### config.mk
export PLATFORM = sky130hd
export DESIGN_NAME = fpu_round_pack
export DESIGN_NICKNAME = d
export VERILOG_FILES = /design/src/rtl/fpu_pkg.sv /design/src/rtl/fpu_round_incr.sv /design/src/rtl/fpu_round_pack.sv
export SDC_FILE = /design/constraint.sdc
export NUM_CORES = 1
export LEC_CHECK = 0
export BUFFER_PORTS_ARGS = -buffer_cell sky130_fd_sc_hd__buf_4
export CAP_MARGIN = 20
export CORE_MARGIN = 2
export CORE_UTILIZATION = 54
export CTS_CLUSTER_DIAMETER = 120
export DETAILED_ROUTE_END_ITERATION = 10
export PLACE_DENSITY = 0.87
export SYNTH_ARGS = -nofsm -noshare
export SYNTH_HDL_FRONTEND = slang
export SYNTH_SLANG_ARGS = --single-unit
### constraint.sdc
create_clock -name clk_i -period 2.4 [get_ports clk_i]
set_clock_uncertainty 0.15 [all_clocks]
set_input_delay 0.24 -clock clk_i [delete_from_list [all_inputs] [get_ports clk_i]]
set_output_delay 0.24 -clock clk_i [all_outputs]
set_load 0.02 [all_outputs]
### src/rtl/fpu_pkg.sv
// Shared types and constants for the single-precision round/pack datapath.
package fpu_pkg;

    typedef enum logic [2:0] {
        RNE = 3'd0,
        RTZ = 3'd1,
        RDN = 3'd2,
        RUP = 3'd3
    } round_mode_e;

    localparam logic [7:0] EXP_MAX  = 8'd255;
    localparam logic [7:0] EXP_MAXF = 8'd254;
    localparam int         FRAC_W   = 23;

    // Bit positions inside the {overflow, underflow, inexact} flag vector
    localparam int FLAG_OVF = 2;
    localparam int FLAG_UNF = 1;
    localparam int FLAG_NX  = 0;

    typedef struct packed {
        logic [31:0] result;
        logic [2:0]  flags;
    } pack_t;

endpackage

### src/rtl/fpu_round_incr.sv
// Round-increment decision from sign, mantissa lsb, guard and sticky bits.
module fpu_round_incr
    import fpu_pkg::*;
(
    input  logic        sign,
    input  logic        lsb,
    input  logic        guard,
    input  logic        sticky,
    input  round_mode_e rm,
    output logic        incr
);

    // Unknown mode codes fall back to round-to-nearest-even
    always_comb begin
        incr = guard & (sticky | lsb);
        case (rm)
            RTZ:     incr = 1'b0;
            RDN:     incr = sign & (guard | sticky);
            RUP:     incr = !sign & (guard | sticky);
            default: incr = guard & (sticky | lsb);
        endcase
    end

endmodule

### src/rtl/fpu_round_pack.sv
// Two-stage round-and-pack for IEEE-754 single precision with valid/ready flow control.
// Define FPU_ROUND_MODES_EN to add the rm_i port and directed rounding modes; default is RNE only.
module fpu_round_pack
    import fpu_pkg::*;
#(
    parameter int LATENCY = 2
) (
    input  logic        clk_i,
    input  logic        rst_ni,
    input  logic        valid_i,
    output logic        ready_o,
    input  logic        sign_i,
    input  logic [7:0]  exp_i,
    input  logic [24:0] mant_i,
    input  logic        sticky_i,
`ifdef FPU_ROUND_MODES_EN
    input  logic [2:0]  rm_i,
`endif
    output logic        valid_o,
    input  logic        ready_i,
    output logic [31:0] result_o,
    output logic [2:0]  flags_o
);

    if (LATENCY != 2) begin : g_latency_check
        $error("fpu_round_pack supports only LATENCY = 2");
    end

    function automatic pack_t pack_result(
        input logic              sign,
        input logic [7:0]        exp,
        input logic [FRAC_W-1:0] frac,
        input logic              zero,
        input logic              ovf,
        input logic              sat,
        input logic              inexact
    );
        pack_t p;
        p.flags          = '0;
        p.flags[FLAG_NX] = inexact;
        if (zero) begin
            p.result          = {sign, 31'd0};
            p.flags[FLAG_UNF] = 1'b1;
        end else if (ovf) begin
            p.flags[FLAG_OVF] = 1'b1;
            p.flags[FLAG_NX]  = 1'b1;
            p.result = sat ? {sign, EXP_MAXF, {FRAC_W{1'b1}}}
                           : {sign, EXP_MAX, {FRAC_W{1'b0}}};
        end else begin
            p.result = {sign, exp, frac};
        end
        return p;
    endfunction

`ifdef FPU_ROUND_MODES_EN
    // Modes that round toward zero for this sign clamp to max finite instead of infinity
    function automatic logic sat_on_ovf(input round_mode_e rm, input logic sign);
        case (rm)
            RTZ:     return 1'b1;
            RDN:     return !sign;
            RUP:     return sign;
            default: return 1'b0;
        endcase
    endfunction
`endif

    logic              vld_p1;
    logic              accept_p2;
    logic              fire_p0;

    round_mode_e       rm_p0;
    logic              incr_p0;
    logic [24:0]       sum_p0;
    logic              zero_p0;
    logic              inexact_p0;

    logic              incr_p1;
    logic [24:0]       sum_p1;
    logic              sign_p1;
    logic [7:0]        exp_p1;
    logic              zero_p1;
    logic              inexact_p1;

    logic              carry_p1;
    logic [8:0]        exp_rnd_p1;
    logic [FRAC_W-1:0] frac_p1;
    logic              ovf_p1;
    logic              sat_p1;
    pack_t             pack_p1;

    assign accept_p2 = !valid_o | ready_i;
    assign ready_o   = !vld_p1 | accept_p2;
    assign fire_p0   = valid_i & ready_o;

`ifdef FPU_ROUND_MODES_EN
    assign rm_p0 = round_mode_e'(rm_i);
`else
    assign rm_p0 = RNE;
`endif

    // ---- stage 0 -> 1: round decision and mantissa increment ----
    fpu_round_incr u_round_incr (
        .sign   (sign_i),
        .lsb    (mant_i[1]),
        .guard  (mant_i[0]),
        .sticky (sticky_i),
        .rm     (rm_p0),
        .incr   (incr_p0)
    );

    always_comb begin
        sum_p0     = {1'b0, mant_i[24:1]} + {24'd0, incr_p0};
        zero_p0    = (exp_i == 8'd0) | !mant_i[24];
        inexact_p0 = zero_p0 ? ((|mant_i) | sticky_i) : (mant_i[0] | sticky_i);
    end

    always_ff @(posedge clk_i) begin
        if (fire_p0) begin
            incr_p1    <= incr_p0;
            sum_p1     <= sum_p0;
            sign_p1    <= sign_i;
            exp_p1     <= exp_i;
            zero_p1    <= zero_p0;
            inexact_p1 <= inexact_p0;
        end
    end

`ifdef FPU_ROUND_MODES_EN
    round_mode_e rm_p1;
    logic        big_p1;

    // Magnitude above max finite even when the chosen mode does not increment
    always_ff @(posedge clk_i) begin
        if (fire_p0) begin
            rm_p1  <= rm_p0;
            big_p1 <= (exp_i == EXP_MAXF) & (&mant_i[24:1]) & (mant_i[0] | sticky_i);
        end
    end
`endif

    // ---- stage 1 -> 2: exponent adjust, special cases, pack ----
    always_comb begin
        carry_p1   = sum_p1[24] & incr_p1;
        exp_rnd_p1 = {1'b0, exp_p1} + {8'd0, carry_p1};
        frac_p1    = carry_p1 ? sum_p1[23:1] : sum_p1[22:0];
`ifdef FPU_ROUND_MODES_EN
        sat_p1 = sat_on_ovf(rm_p1, sign_p1);
        ovf_p1 = (exp_p1 == EXP_MAX) | (exp_rnd_p1 == {1'b0, EXP_MAX}) | (big_p1 & sat_p1);
`else
        sat_p1 = 1'b0;
        ovf_p1 = (exp_p1 == EXP_MAX) | (exp_rnd_p1 == {1'b0, EXP_MAX});
`endif
        pack_p1 = pack_result(sign_p1, exp_rnd_p1[7:0], frac_p1, zero_p1,
                              ovf_p1, sat_p1, inexact_p1);
    end

    always_ff @(posedge clk_i or negedge rst_ni) begin
        if (!rst_ni) begin
            vld_p1   <= 1'b0;
            valid_o  <= 1'b0;
            result_o <= '0;
            flags_o  <= '0;
        end else begin
            if (ready_o) begin
                vld_p1 <= valid_i;
            end
            if (accept_p2) begin
                valid_o <= vld_p1;
                if (vld_p1) begin
                    result_o <= pack_p1.result;
                    flags_o  <= pack_p1.flags;
                end
            end
        end
    end

endmodule

==> results.cfg, run 1 <==
[outcome]
run_status = completed

[routing]
wl_per_cell_um = 15.61
vias = 2654
drt_iter0_markers = 237
viasPerCell = 5.576
totalWireLength_um = 7431
drc = 0
antenna_left = 0
firstDrtPassIters = 4

[yosys]
synth_area_um2 = 3583
synth_nets = 345
yosysTopAreaCellShare = 0.3101
synthArstFlopShare = 0.5000
synth-edff-count = 37
synth.avg_cell_area_um2 = 11.79
synthFlopType = edfxtp_1
ys_ff_latch = 74
synth_area_leader_cell = edfxtp_1
netlist_instances = 304
synthDistinctLibCells = 45
ys_top_cells_by_area = edfxtp_1, dfrtp_1, mux2i_1
yosysSeqAreaShare = 0.5684
yosys_warnings = 0

[floorplanning]
fp.coreArea_um2 = 6386
start_util = 0.5611
dieArea_um2 = 7303
die_w_um = 85.46
die_h_um = 85.46
num_io_pins = 76
placementRows = 29

[power_and_ir_drop]
p_clk_frac = 0.318
p_switching_mw = 0.8810
combPwrFrac = 0.195
seqPwrFrac = 0.486
max-vdd-ir-drop_v = 0.0004706
p_per_area_nw_per_um2 = 700.2
swShare = 0.2768
p_int_mw = 2.302
p_leak_nw = 2.012

[cells_and_area]
drive_above_1_share = 0.3058
fillers = 461
nets = 435
area_growth_syn_to_layout_pct = 26.85
utilization = 0.7118
antennaDiodeCount = 0

[global_route]
grt_max_degree = 38
grt_pass1_vias = 2579
grt-ovfl-total = 0
grt_pass1_wl_um = 12290
track_usage = 0.2182
antenna_found_initial = 0

[timing]
setup_viol = 0
fin_crit_sh = 0.8593
rsz0062_at_grt = no
relSlewSlack = 0.6717
final_max_slew_viol_count = 0
fmax_mhz = 484.9
worstMarginPinSlew_ns = 0.4913
hold_slack_ns = 0.02987
final.setup.tns_ns = 0
finalHoldViolCount = 0
period_minus_slack_ns = 2.062

[place]
io_buffers = 75
dp_hpwl_um = 5318
gp_congestion = 0.8914

[critical_path]
endpoint_kind = flop
critPathKind = reg2reg
required_ns = 2.47
cp_max_fo = 23
cp.arrival_ns = 2.14
cp-start-kind = flop

[hold_path]
hp-class = in2reg

[clock_network]
htree_num_levels = 3
postCtsResizedCells = 0
path_clk_slew_ns = 0.07
clockRootBuffer = clkbuf_8
cts_tree = done
cts_max_path_buffers = 2
clock_latency_ns = 0.35
cts_buffers = 9
clock_sinks = 74

[run]
maxCapViolations = 0
-- what timing repair did --
item | 4_1_cts | 5_1_grt
hold buffers | 11 | 0
buffers inserted | 0 | 0
hold endpoints to repair | 47 | 0
-- kinds of logic after synthesis --
logic type / count (synthesis) / synth area share
muxes: 25 / 0.06983
xor gates and xnor gates: 25 / 0.06110
DFF: 74 / 0.5684
and+or+nand+nor: 112 / 0.1596
AOI/OAI and AO/OA: 50 / 0.1096
buffers and inverters: 16 / 0.02443
adders and majority gates: 2 / 0.006982
-- layer usage --
metal | vias up | share of wire | GRT usage
li1 | 1296 | - | -
met1 | 1254 | 0.43 | 0.2950
met2 | 90 | 0.49 | 0.3409
met3 | 14 | 0.059 | 0.04377
met4 | 0 | 0.022 | 0.1025
met5 | - | 0 | 0
-- stage by stage --
stage | power, mW | instance area [um2] | cells | worst slack (ns)
4_1_cts | 3.198 | 4546 | 476 | 0.3310
2_1_floorplan | 1.900 | 3583 | 304 | 0.05602
3_3_place_gp | 2.165 | 4217 | 449 | 0.4422
5_1_grt | 3.323 | 4546 | 476 | 0.2299
6_report | 3.183 | 4546 | 476 | 0.3376
3_5_place_dp | 2.185 | 4217 | 449 | 0.3440
-- state kept, by name, summed over array words and instances, names as in the netlist, 3 cells and up --
register and count:
exp_p1 8, flags_o 3, result_o 32, sum_p1 25
-- final timing paths --
check                      startpoint  cells after the start  slack (ns)            to
max in group asynchronous      rst_ni                      2        1.50  result_o[22]
hold / removal               sticky_i                      3        0.03    inexact_p1
hold reg to reg               sign_p1                      2        0.29  result_o[31]
setup reg to reg           sum_p1[24]                      8        0.34   result_o[0]
setup / recovery           sum_p1[24]                      8        0.34   result_o[0]
min in group asynchronous      rst_ni                      2        0.27  result_o[30]
-- area by class of cell --
cell class	count	area (um2)	share of cell area
multi-input cells	214	1459	0.3209
clock inverters	2	13.76	0.003028
repair buffers	90	715.7	0.1574
well taps	77	96.34	0.02119
flip-flops and latches	74	2037	0.4481
clock buffers	14	205.2	0.04514
inverters	5	18.77	0.004129
-- worst max-delay path, stage by stage (launching register included) --
cell      delay [ns]
edfxtp_1        0.41
nand2_1         0.12
inv_2           0.05
ha_1            0.32
nand3_1         0.10
o32a_1          0.35
o21ai_4         0.15
buf_12          0.21
o21ai_1         0.10
-- cells in the mapped netlist, types with 2 or more instances --
cell	instances
and3_1	6
nand2_1	50
inv_1	4
edfxtp_1	37
o21ai_2	20
nor4_1	6
and4_1	4
buf_2	3
nor2_1	11
o21ai_0	4
o21ai_1	11
xor2_1	4
nand4_1	9
nor3_1	2
xnor2_1	21
or4_1	2
and2_1	2
nand2b_1	2
clkbuf_1	4
a22oi_1	2
buf_6	3
dfrtp_1	37
o21a_1	2
nand3_1	11
mux2i_1	25
ha_1	2
a41oi_1	2
-- layout by cell type (no fill, tap or decap), types with 4 or more instances in the layout --
master / Yosys / final
o21ai_0: 4 / 4
xor2_1: 4 / 4
nand2_1: 50 / 50
nand3_1: 11 / 11
o21ai_1: 11 / 11
xnor2_1: 21 / 21
dfrtp_1: 37 / 37
dlygate4sd3_1: 0 / 11
edfxtp_1: 37 / 37
and3_1: 6 / 6
nor2_1: 11 / 11
inv_1: 4 / 4
buf_4: 0 / 78
o21ai_2: 20 / 20
nor4_1: 6 / 6
nand4_1: 9 / 9
mux2i_1: 25 / 25
clkbuf_8: 0 / 11
and4_1: 4 / 4
-- power groups by stage --
| stage | clock [mW] | sequential [mW] | combinational (mW) |
|---|---|---|---|
| after floorplan | 0 | 1.66 | 0.238 |
| final | 1.01 | 1.55 | 0.622 |
| after detailed placement | 0 | 1.57 | 0.611 |
| after global placement | 0 | 1.57 | 0.595 |
| after global routing | 1.09 | 1.56 | 0.673 |
| after CTS | 1.02 | 1.55 | 0.627 |
Note: power is estimated with default switching activity, not from simulation.
==> run 2: changes to the inputs <==
--- a/config.mk
+++ b/config.mk
@@ -7,11 +7,13 @@
 export LEC_CHECK = 0
 export BUFFER_PORTS_ARGS = -buffer_cell sky130_fd_sc_hd__buf_4
 export CAP_MARGIN = 20
+export CORE_ASPECT_RATIO = 0.75
 export CORE_MARGIN = 2
-export CORE_UTILIZATION = 54
+export CORE_UTILIZATION = 45
 export CTS_CLUSTER_DIAMETER = 120
 export DETAILED_ROUTE_END_ITERATION = 10
-export PLACE_DENSITY = 0.87
+export PLACE_DENSITY = 0.76
+export REMOVE_ABC_BUFFERS = 1
 export SYNTH_ARGS = -nofsm -noshare
 export SYNTH_HDL_FRONTEND = slang
 export SYNTH_SLANG_ARGS = --single-unit
==> run 2 against run 1 <==
Compared with the run above:
- combinational power increased by 0.8%
- sequential share of layout area decreased by 0.61 points
- die area increased by 19%
- worst hold slack improved by 0.011 ns
- final cell count increased by 6.1%
- clock power increased by 11%
- design area increased by 1.4%
- maximum frequency increased by 0.31%
- non-clock buffer count increased by 1
- power increased by 3.6%
- sequential cell count unchanged
- highest routed layer unchanged
==> results.cfg, run 2 (synthesis results as in run 1) <==
[place]
placed_cell_area_um2 = 4259
dp_hpwl_um = 5667
io_buffers = 75
gp_congestion = 0.8646
post-place-cells = 478
post-place-ws_ns = 0.3567

[hold_path]
hp-class = in2reg

[critical_path]
crit_buf_inv = 2
critPathKind = reg2reg
cp_max_fo = 23
endpoint_kind = flop
path_cells = nand2_1 > inv_2 > ha_1 > nand3_1 > o32a_1 > o21ai_4 > buf_12 > o21ai_1
cp-start-kind = flop
crit_family = compound AO/OA/AOI/OAI gates
cp_slowest_cell = edfxtp_1
cp_slowest_stage_delay_ns = 0.42
cp.arrival_ns = 2.14
required_ns = 2.48

[cells_and_area]
largestRegisters = result_o (32), sum_p1 (25), exp_p1 (8)
stdcell_count = 505
area_growth_syn_to_layout_pct = 28.60
layout_commonest_cell = buf_4
fillers = 666
nets = 436
largest_reg_flops = 32
final_cell_mix = buf_4, nand2_1, edfxtp_1, dfrtp_1, mux2i_1
drive_above_1_share = 0.3075
antennaDiodeCount = 0
postLayoutCellArea_um2 = 4608
largest-register = result_o

[global_route]
grt_pass1_vias = 2573
grt_max_degree = 38
grt-ovfl-total = 0
grt_pass1_wl_um = 12770
track_usage = 0.1923
antenna_found_initial = 0

[floorplanning]
num_io_pins = 76
start_util = 0.4587
fp.coreArea_um2 = 7812
die_w_um = 107.0
die_h_um = 81.28
dieArea_um2 = 8700
placementRows = 28

[clock_network]
postCtsResizedCells = 0
post-cts-setup-buffer-count = 0
cts_max_path_buffers = 2
cts_buffers = 9
path_clk_slew_ns = 0.07
cts_tree = done
htree_num_levels = 3
clock_sinks = 74
clock_latency_ns = 0.34
clockRootBuffer = clkbuf_8

[routing]
antenna_left = 0
totalWireLength_um = 7692
viasPerCell = 5.285
vias = 2669
drt_iter0_markers = 115
wl_per_cell_um = 15.23
firstDrtPassIters = 5
drc = 0

[power_and_ir_drop]
max-vdd-ir-drop_v = 0.0002953
p_leak_nw = 2.022
p_per_area_nw_per_um2 = 715.5
total_power_mw = 3.297

[outcome]
run_status = completed

[timing]
finalHoldViolCount = 0
final_max_slew_viol_count = 0
fmax_mhz = 486.4
hold_slack_ns = 0.04071
worstMarginPinSlew_ns = 0.4818
finalWorstSetupSlack_ns = 0.3441
setup_viol = 0
rsz0062_at_grt = no
fin_crit_sh = 0.8566
relSlewSlack = 0.6788
period_minus_slack_ns = 2.056

[run]
maxCapViolations = 0
run 2: cell count changes in the layout (fill, tap and decap cells not counted):
| cell | previous run | this run |
|---|---|---|
| clkinv_4 | 1 | 0 |
| buf_4 | 78 | 79 |
| clkbuf_8 | 11 | 10 |
| clkinvlp_4 | 0 | 1 |
| clkbuf_16 | 2 | 1 |
| bufinv_16 | 0 | 2 |
run 2: layout make-up:
| cell class | count | area, um2 | share of cell area |
|---|---|---|---|
| multi-input combinational | 214 | 1459 | 0.3166 |
| clock inverter | 4 | 72.57 | 0.01575 |
| clock buffer | 12 | 166.4 | 0.03611 |
| sequential | 74 | 2037 | 0.4420 |
| tap | 105 | 131.4 | 0.02851 |
| timing repair buffer | 91 | 723.2 | 0.1569 |
| inverter | 5 | 18.77 | 0.004073 |
run 2: stage by stage:
stage          TNS (ns)  utilization
2_1_floorplan    -13.80            -
3_3_place_gp          0       0.5452
3_5_place_dp          0       0.5452
4_1_cts               0       0.5898
5_1_grt               0       0.5898
6_report              0       0.5898
run 2: worst paths after layout:
check / startpoint / endpoint / slack [ns] / depth (start not counted)
min reg2reg: sign_p1 / result_o[31] / 0.31 / 2
max in group asynchronous: rst_ni / result_o[30] / 1.52 / 2
max reg2reg: incr_p1 / result_o[1] / 0.34 / 8
min in group asynchronous: rst_ni / result_o[17] / 0.24 / 2
min: sticky_i / inexact_p1 / 0.04 / 3
max: incr_p1 / result_o[1] / 0.34 / 8
run 2: report_power, final:
part | leakage, nW | total [mW] | internal (mW) | switching, mW
sequential | 0.827 | 1.55 | 1.47 | 0.0782
combinational | 1.08 | 0.627 | 0.274 | 0.353
clock | 0.118 | 1.12 | 0.675 | 0.445
run 2: worst min-delay path: stages:
cell	delay [ns]
buf_4	0.09
nor2_1	0.04
nand2_1	0.05
run 2: per-layer routing:
| layer | part of all wire | vias to the layer above | GRT usage |
|---|---|---|---|
| li1 | - | 1296 | - |
| met1 | 0.45 | 1273 | 0.2629 |
| met2 | 0.46 | 86 | 0.2829 |
| met3 | 0.062 | 14 | 0.05056 |
| met4 | 0.024 | 0 | 0.09870 |
| met5 | 0 | - | 0 |
run 2: what timing repair did:
| item | CTS | global route |
|---|---|---|
| hold endpoints to repair | 47 | 0 |
| hold buffers | 11 | 0 |
| endpoints found under the setup margin | 0 | 0 |
==> run 3: changes to the inputs <==
--- a/config.mk
+++ b/config.mk
@@ -12,7 +12,7 @@
 export CORE_UTILIZATION = 45
 export CTS_CLUSTER_DIAMETER = 120
 export DETAILED_ROUTE_END_ITERATION = 10
-export PLACE_DENSITY = 0.76
+export PLACE_DENSITY = 0.68
 export REMOVE_ABC_BUFFERS = 1
 export SYNTH_ARGS = -nofsm -noshare
 export SYNTH_HDL_FRONTEND = slang
==> run 3 against run 2 <==
Compared with the run above:
- power is 6.0% lower
- critical path depth stayed put
- maximum frequency is 1.1% lower
- critical endpoint unchanged
- worst setup slack worse by 0.023 ns
- final cell count is 0.20% higher
- combinational power is 0.6% lower
- worst hold slack worse by 0.016 ns
- clock power is 17% lower
- register-to-register slack worse by 0.02 ns
- wire length is 1.6% lower
- sequential cell count stayed put
==> results.cfg, run 3 (synthesis results as in run 1) <==
[critical_path]
cp-start-kind = flop
path_cells = nand2_1 > inv_2 > ha_1 > nand3_1 > o32a_1 > o21ai_4 > buf_4 > o21ai_1
crit_family = compound AO/OA/AOI/OAI gates
cp_slowest_stage_delay_ns = 0.40
endpoint_kind = flop
critPathKind = reg2reg
crit_buf_inv = 2
required_ns = 2.47
cp.arrival_ns = 2.15
cp_max_fo = 13
cp_num_cells = 8
cp_slowest_cell = edfxtp_1
reg2reg_depth = 8

[clock_network]
cts_max_path_buffers = 2
clock_latency_ns = 0.34
path_clk_slew_ns = 0.08
post-cts-setup-buffer-count = 0
cts_tree = done
clock_sinks = 74
clockRootBuffer = clkbuf_8
cts_buffers = 9
htree_num_levels = 3

[timing]
fmax_mhz = 480.9
period_minus_slack_ns = 2.079
rsz0062_at_grt = no
finalHoldViolCount = 0
fin_crit_sh = 0.8664
relSlewSlack = 0.6686
setup_viol = 0
final_max_slew_viol_count = 0
hold_slack_ns = 0.02513
worstMarginPinSlew_ns = 0.4971

[routing]
drt_iter0_markers = 208
drc = 0
viasPerCell = 5.113
wl_per_cell_um = 14.96
totalWireLength_um = 7569
antenna_left = 0
vias = 2587
firstDrtPassIters = 6

[power_and_ir_drop]
combPwrFrac = 0.201
max-vdd-ir-drop_v = 0.0002764
p_clk_frac = 0.301
p_int_mw = 2.214
swShare = 0.2857
p_switching_mw = 0.8858
p_leak_nw = 1.997
seqPwrFrac = 0.498
p_per_area_nw_per_um2 = 679.7

[floorplanning]
placementRows = 28
fp.coreArea_um2 = 7812
dieArea_um2 = 8700
start_util = 0.4587
die_h_um = 81.28
num_io_pins = 76
die_w_um = 107.0

[place]
io_buffers = 75
dp_hpwl_um = 5566
gp_congestion = 0.8415
post-place-cells = 479

[hold_path]
hp-class = in2reg
whs_path_depth = 3

[cells_and_area]
layout_commonest_cell = buf_4
drive_above_1_share = 0.3092
utilization = 0.5838
nets = 437
stdcell_count = 506
largest_reg_flops = 32
antennaDiodeCount = 0
area_growth_syn_to_layout_pct = 27.27
largest-register = result_o
final_cell_mix = buf_4, nand2_1, edfxtp_1, dfrtp_1, mux2i_1
largestRegisters = result_o (32), sum_p1 (25), exp_p1 (8)

[global_route]
grt_pass1_wl_um = 11940
grt_max_degree = 38
antenna_found_initial = 0
grt_pass1_vias = 2370
grt-ovfl-total = 0
track_usage = 0.1823

[outcome]
run_status = completed

[run]
maxCapViolations = 0
## run 3: cell type report
type	count	area, um2
clock buffer	12	166.4
clock inverter	4	30.03
fill	683	3252
inverter	5	18.77
multi-input combinational	214	1459
sequential	74	2037
tap	105	131.4
timing repair buffer	92	718.2
## run 3: path summary, 6_finish.rpt
kind / from / slack [ns] / endpoint
max in group asynchronous: rst_ni / 1.51 / result_o[0]
min in group asynchronous: rst_ni / 0.24 / result_o[30]
hold / removal: sticky_i / 0.03 / inexact_p1
setup / recovery: sum_p1[24] / 0.32 / result_o[1]
hold reg to reg: sign_p1 / 0.30 / result_o[31]
setup reg to reg: sum_p1[24] / 0.32 / result_o[1]
## run 3: what timing repair did
item	in CTS	in global routing
resized for setup	0	0
hold endpoints to repair	47	0
hold buffers	11	0
## run 3: routing by layer
layer | share of wire | track usage | up-vias
met3 | 0.059 | 0.05538 | 2
met5 | 0 | 0 | -
met1 | 0.48 | 0.2608 | 1218
met4 | 0.0042 | 0.04675 | 0
li1 | - | - | 1296
met2 | 0.45 | 0.2709 | 71
## run 3: tightest hold or removal path: cells and delay by family
kind | cells | cell delay (ns)
buffers and inverters | 1 | 0.09
AND/OR/NAND/NOR | 2 | 0.08
## run 3: power by group through the flow
stage	Sequential [mW]	Clock [mW]	Combinational (mW)
CTS	1.55	0.958	0.628
floorplan	1.66	0	0.224
finish	1.55	0.932	0.623
global placement	1.57	0	0.607
detailed placement	1.57	0	0.614
global route	1.56	1.02	0.675
## run 3: per-stage QoR
| stage | total power, mW | worst slack [ns] | setup TNS [ns] | instance area, um2 |
|---|---|---|---|---|
| 6_report | 3.100 | 0.3206 | 0 | 4561 |
| 5_1_grt | 3.257 | 0.2181 | 0 | 4561 |
| 4_1_cts | 3.133 | 0.3297 | 0 | 4561 |
| 3_5_place_dp | 2.187 | 0.3439 | 0 | 4254 |
| 3_3_place_gp | 2.177 | 0.3956 | 0 | 4254 |
| 2_1_floorplan | 1.888 | -0.5891 | -13.80 | 3515 |
